<file path="config.mk">
export PLATFORM = sky130hd
export DESIGN_NAME = mul_sequencer
export DESIGN_NICKNAME = d
export VERILOG_FILES = /design/src/rtl/mul_sequencer.sv
export SDC_FILE = /design/constraint.sdc
export NUM_CORES = 1
export LEC_CHECK = 0
export ABC_AREA = 1
export ABC_CLOCK_PERIOD_IN_PS = 1600
export CORE_ASPECT_RATIO = 2
export CORE_MARGIN = 3
export CORE_UTILIZATION = 37
export DETAILED_ROUTE_END_ITERATION = 10
export PLACE_DENSITY = 0.7
export SYNTH_ARGS = -nofsm -noshare
export SYNTH_HDL_FRONTEND = slang
export SYNTH_SLANG_ARGS = --single-unit
</file>
<file path="constraint.sdc">
create_clock -name clk -period 1.6 [get_ports clk]
set_input_delay 0.32 -clock clk [delete_from_list [all_inputs] [get_ports clk]]
set_output_delay 0.32 -clock clk [all_outputs]
set_load 0.05 [all_outputs]
</file>
<file path="src/rtl/mul_sequencer.sv">
`default_nettype none
// ============================================================================
// Module   : mul_sequencer
// Brief    : Iterative shift-add multiplier that borrows the EX-stage ALU
//            for its additions, one multiplier bit per cycle, early exit.
// Revision : 1.0 - initial release
// ============================================================================
module mul_sequencer #(
    parameter int WIDTH = 64,
    parameter int CNT_W = 7
) (
    input  logic             clk,
    input  logic             reset,
    input  logic             start,
    input  logic [WIDTH-1:0] op_a,
    input  logic [WIDTH-1:0] op_b,
    output logic             busy,
    output logic             done,
    output logic [WIDTH-1:0] result,
    output logic             alu_req,
    output logic [WIDTH-1:0] alu_in1,
    output logic [WIDTH-1:0] alu_in2,
    output logic [3:0]       alu_control,
    input  logic [WIDTH-1:0] alu_out
);

    typedef enum logic [1:0] {
        S_IDLE = 2'd0,
        S_RUN  = 2'd1,
        S_DONE = 2'd2
    } state_t;

    localparam logic [CNT_W-1:0] C_LAST    = CNT_W'(WIDTH - 1);
    localparam logic [3:0]       C_ALU_ADD = 4'b0010;

    state_t           r_state;
    logic [WIDTH-1:0] r_p;
    logic [WIDTH-1:0] r_m;
    logic [WIDTH-1:0] r_q;
    logic [CNT_W-1:0] r_cnt;
    logic             r_busy;
    logic             r_done;
    logic             r_alu_req;
    logic [WIDTH-1:0] r_result;

    logic [WIDTH-1:0] w_q_next;
    logic             w_last;

    assign w_q_next = r_q >> 1;
    // Stop once no set multiplier bits remain; the count bound is a backstop.
    assign w_last   = (w_q_next == '0) || (r_cnt == C_LAST);

    always_ff @(posedge clk) begin
        if (reset) begin
            r_state   <= S_IDLE;
            r_p       <= '0;
            r_m       <= '0;
            r_q       <= '0;
            r_cnt     <= '0;
            r_busy    <= 1'b0;
            r_done    <= 1'b0;
            r_alu_req <= 1'b0;
            r_result  <= '0;
        end else begin
            case (r_state)
                S_IDLE: begin
                    r_done <= 1'b0;
                    if (start) begin
                        r_p       <= '0;
                        r_m       <= op_a;
                        r_q       <= op_b;
                        r_cnt     <= '0;
                        r_busy    <= 1'b1;
                        r_alu_req <= 1'b1;
                        r_state   <= S_RUN;
                    end
                end
                S_RUN: begin
                    r_p   <= alu_out;
                    r_m   <= r_m << 1;
                    r_q   <= w_q_next;
                    r_cnt <= r_cnt + CNT_W'(1);
                    if (w_last) begin
                        r_result  <= alu_out;
                        r_done    <= 1'b1;
                        r_alu_req <= 1'b0;
                        r_state   <= S_DONE;
                    end
                end
                S_DONE: begin
                    r_done  <= 1'b0;
                    r_busy  <= 1'b0;
                    r_state <= S_IDLE;
                end
                default: begin
                    r_done    <= 1'b0;
                    r_busy    <= 1'b0;
                    r_alu_req <= 1'b0;
                    r_state   <= S_IDLE;
                end
            endcase
        end
    end

    assign busy        = r_busy;
    assign done        = r_done;
    assign result      = r_result;
    assign alu_req     = r_alu_req;
    assign alu_in1     = r_alu_req ? r_p : '0;
    assign alu_in2     = (r_alu_req && r_q[0]) ? r_m : '0;
    assign alu_control = r_alu_req ? C_ALU_ADD : 4'b0000;

endmodule
`default_nettype wire

</file>
==> results_dict.tcl <==
set metrics [dict create \
    first_global_vias 13310 \
    layout_setup_ws_ns -0.3383 \
    yosysUniqueCellTypes 27 \
    initial_utilization_pct 37.69 \
    detailed_route_wl_mm 49.08 \
    routedWlPerCell_um 19.07 \
    io_pins 394 \
    rsz0062_at_grt "true" \
    worst-r2r-cell-count 13 \
    grt_start_max_net_pins 57 \
    core_area_mm2 0.03108 \
    arrival_ns 1.62 \
    cts_hold_repair.buffers 0 \
    floorplan.die.height_um 257.6 \
    timing.max_cap.violations 0 \
    num_vias 13190 \
    root_buffer "clkbuf_16" \
    total_power_uw 17890 \
    final_util_pct 69.41 \
    final_common_cell "nand2_1" \
    synth_top_area_share_pct 45.80 \
    hpwlAfterDp_mm 30.89 \
    min_from "reset" \
    synth-seq-cells 268 \
    slack_of_the_worst_reg_to_reg_path_ns -0.24 \
    run_status "finished with violations" \
    failing_checks "setup timing" \
    drtIter0Drc 734 \
    critical_path.max_fanout 11 \
    whs_endpoint "result[50]" \
    num-nets-final 2326 \
    finalSetupTns_ns -46.88 \
    synth_top_cell_by_area "dfxtp_1" \
    worstReg2RegStart "r_q[63]" \
    antenna_found_initial 9 \
    firstDrtPassIters 5 \
    power_leakage_uw 0.009589 \
    tritoncts "yes" \
    finalHoldViolCount 0 \
    cts-htree-levels 1 \
    mostFrequentLayoutCells "nand2_1 (315), dfxtp_1 (259), clkdlybuf4s50_1 (193)" \
    reg2reg_to "result[62]" \
    tritoncts_num_sinks 268 \
    worst_skew_pair.late_latency_ns 0.53 \
    flow.area_growth_from_synthesis_pct 84.16 \
    tritoncts.num_buffers 25 \
    finalSetupViolCount 196 \
    post_synthesis_instance_total 1669 \
    grt_first_pass_wirelength_mm 72.83 \
    worst_hold_path.num_cells 4 \
    fp-row-count 91 \
    critPathCaptureType "output pin" \
    clock_edge_transition_at_the_registers_on_the_reported_setup_and_hold_paths_ns 0.07 \
    hold_class "in2reg" \
    seq_area_frac_synth_pct 45.80 \
    report.final.slew_viol_count 0 \
    min_period_ns 1.938 \
    post_synth_instance_area_mm2 0.01171 \
    yosysWarnings 0 \
    startpoint_type "register" \
    avgViaCountPerCell 5.126 \
    synth.avg_cell_area_um2 7.019 \
    fmax_mhz 515.9 \
    cp_data_required_time_ns 1.28 \
    post_route_cells_drive_above_1_share_pct 34.62 \
    port-buffer-count 390 \
    layout_worst_path_cycle_share_pct 121.1 \
    hold_ws_ns 0.3172 \
    floorplan.die_area_mm2 0.03396 \
    power_density_mw_per_mm2 829.1 \
    gp_routability_congestion 0.8676 \
    ctsLongestPathBuffers 3 \
    drc 0 \
    grtUsageTotal_pct 26.77 \
    die_width_um 131.8 \
    worst_ir_drop_vdd_uv 693.3 \
    worst_clock_skew_ns 0.01103 \
    worstSetupPathType "reg2out" \
    ant_nets 0 \
    aggregate_global_routing_overflow 0 \
    biggest_area_contributors_in_the_synthesized_netlist "dfxtp_1 (46%), nand2_1 (14%), inv_1 (8.1%)" \
]
-- worst max path at each step --
stage | startpoint | cells after the start | endpoint
finish | alu_req | 4 | alu_in2[52]
global route | alu_req | 5 | alu_in1[52]
CTS | alu_req | 5 | alu_in1[42]
detailed placement | start | 7 | r_q[35]
global placement | start | 9 | r_q[31]
floorplan | alu_req | 3 | alu_in2[13]
-- synth_stat cells --
master,count
nor2_1,167
nand3_1,116
buf_2,45
o21ai_0,60
buf_4,14
o22ai_1,12
inv_1,253
nor3b_1,1
clkbuf_1,53
nor2_2,1
nor2_4,3
a22oi_1,24
inv_2,4
a31oi_1,3
conb_1,1
a21oi_4,1
ha_1,1
nor3_1,1
buf_1,13
clkinv_1,1
nand2_1,431
nand4_1,2
a32o_1,34
o221ai_1,43
a21oi_1,116
dfxtp_1,268
a221oi_1,1
-- sequential cells by signal, summed over array words and instances (netlist names) --
| register | flops |
|---|---|
| alu_req | 1 |
| r_state | 2 |
| r_q | 64 |
| r_p | 64 |
| result | 64 |
| r_cnt | 7 |
| done | 1 |
| busy | 1 |
| r_m | 64 |
-- power by group --
part / switching [uW] / total (uW) / internal (uW)
registers: 283 / 7370 / 7090
logic: 2280 / 4140 / 1850
clock network: 2660 / 6380 / 3720
total: 5230 / 17900 / 12700
-- kinds of logic (layout without fill, tap and decap cells) --
family / Yosys count / count (layout) / share of synthesized area (%)
compound gates: 294 / 294 / 16.19
fa+ha+maj: 1 / 1 / 0.1068
buf+inv: 383 / 858 / 13.20
flops: 268 / 268 / 45.80
other cells: 1 / 12 / 0.03201
simple gates: 722 / 722 / 24.67
-- through the flow --
step | std cells | cell area, um^2 | worst slack [ns]
floorplan | 1671 | 12090 | -0.1245
global placement | 2465 | 18240 | -0.2967
detailed placement | 2465 | 18240 | -0.2950
CTS | 2557 | 20960 | -0.3514
global route | 2573 | 21570 | -0.3798
finish | 2573 | 21570 | -0.3383
-- repair_timing --
item / 4_1_cts / 5_1_grt
buffers inserted: 27 / 10
resized for setup: 275 / 141
gates cloned: 23 / 6
pin swaps: 58 / 60
setup endpoints to repair: 195 / 317
-- area by class of cell --
cell class,instances,area [um^2]
repair buffers,557,7315
clock buffers,31,698.2
well taps,418,523.0
inverters,258,1186
fillers,2326,9509
flip-flops and latches,268,5379
multi-input cells,1020,6291
clock inverters,12,160.2
diodes,9,22.52
-- metal layers --
metal	vias to the layer above	GRT usage, %	part of all wire, %
li1	6249	-	-
met1	6224	25.73	33
met2	539	51.62	55
met3	178	4.308	5.2
met4	0	17.70	7.3
met5	-	0	0
-- worst max-delay path, cell delays in order (launching register included) --
cell       delay [ns]
dfxtp_4          0.41
nand2_8          0.13
clkbuf_16        0.22
nor2_2           0.16
buf_12           0.16
Note: power is estimated with default switching activity, not from simulation.
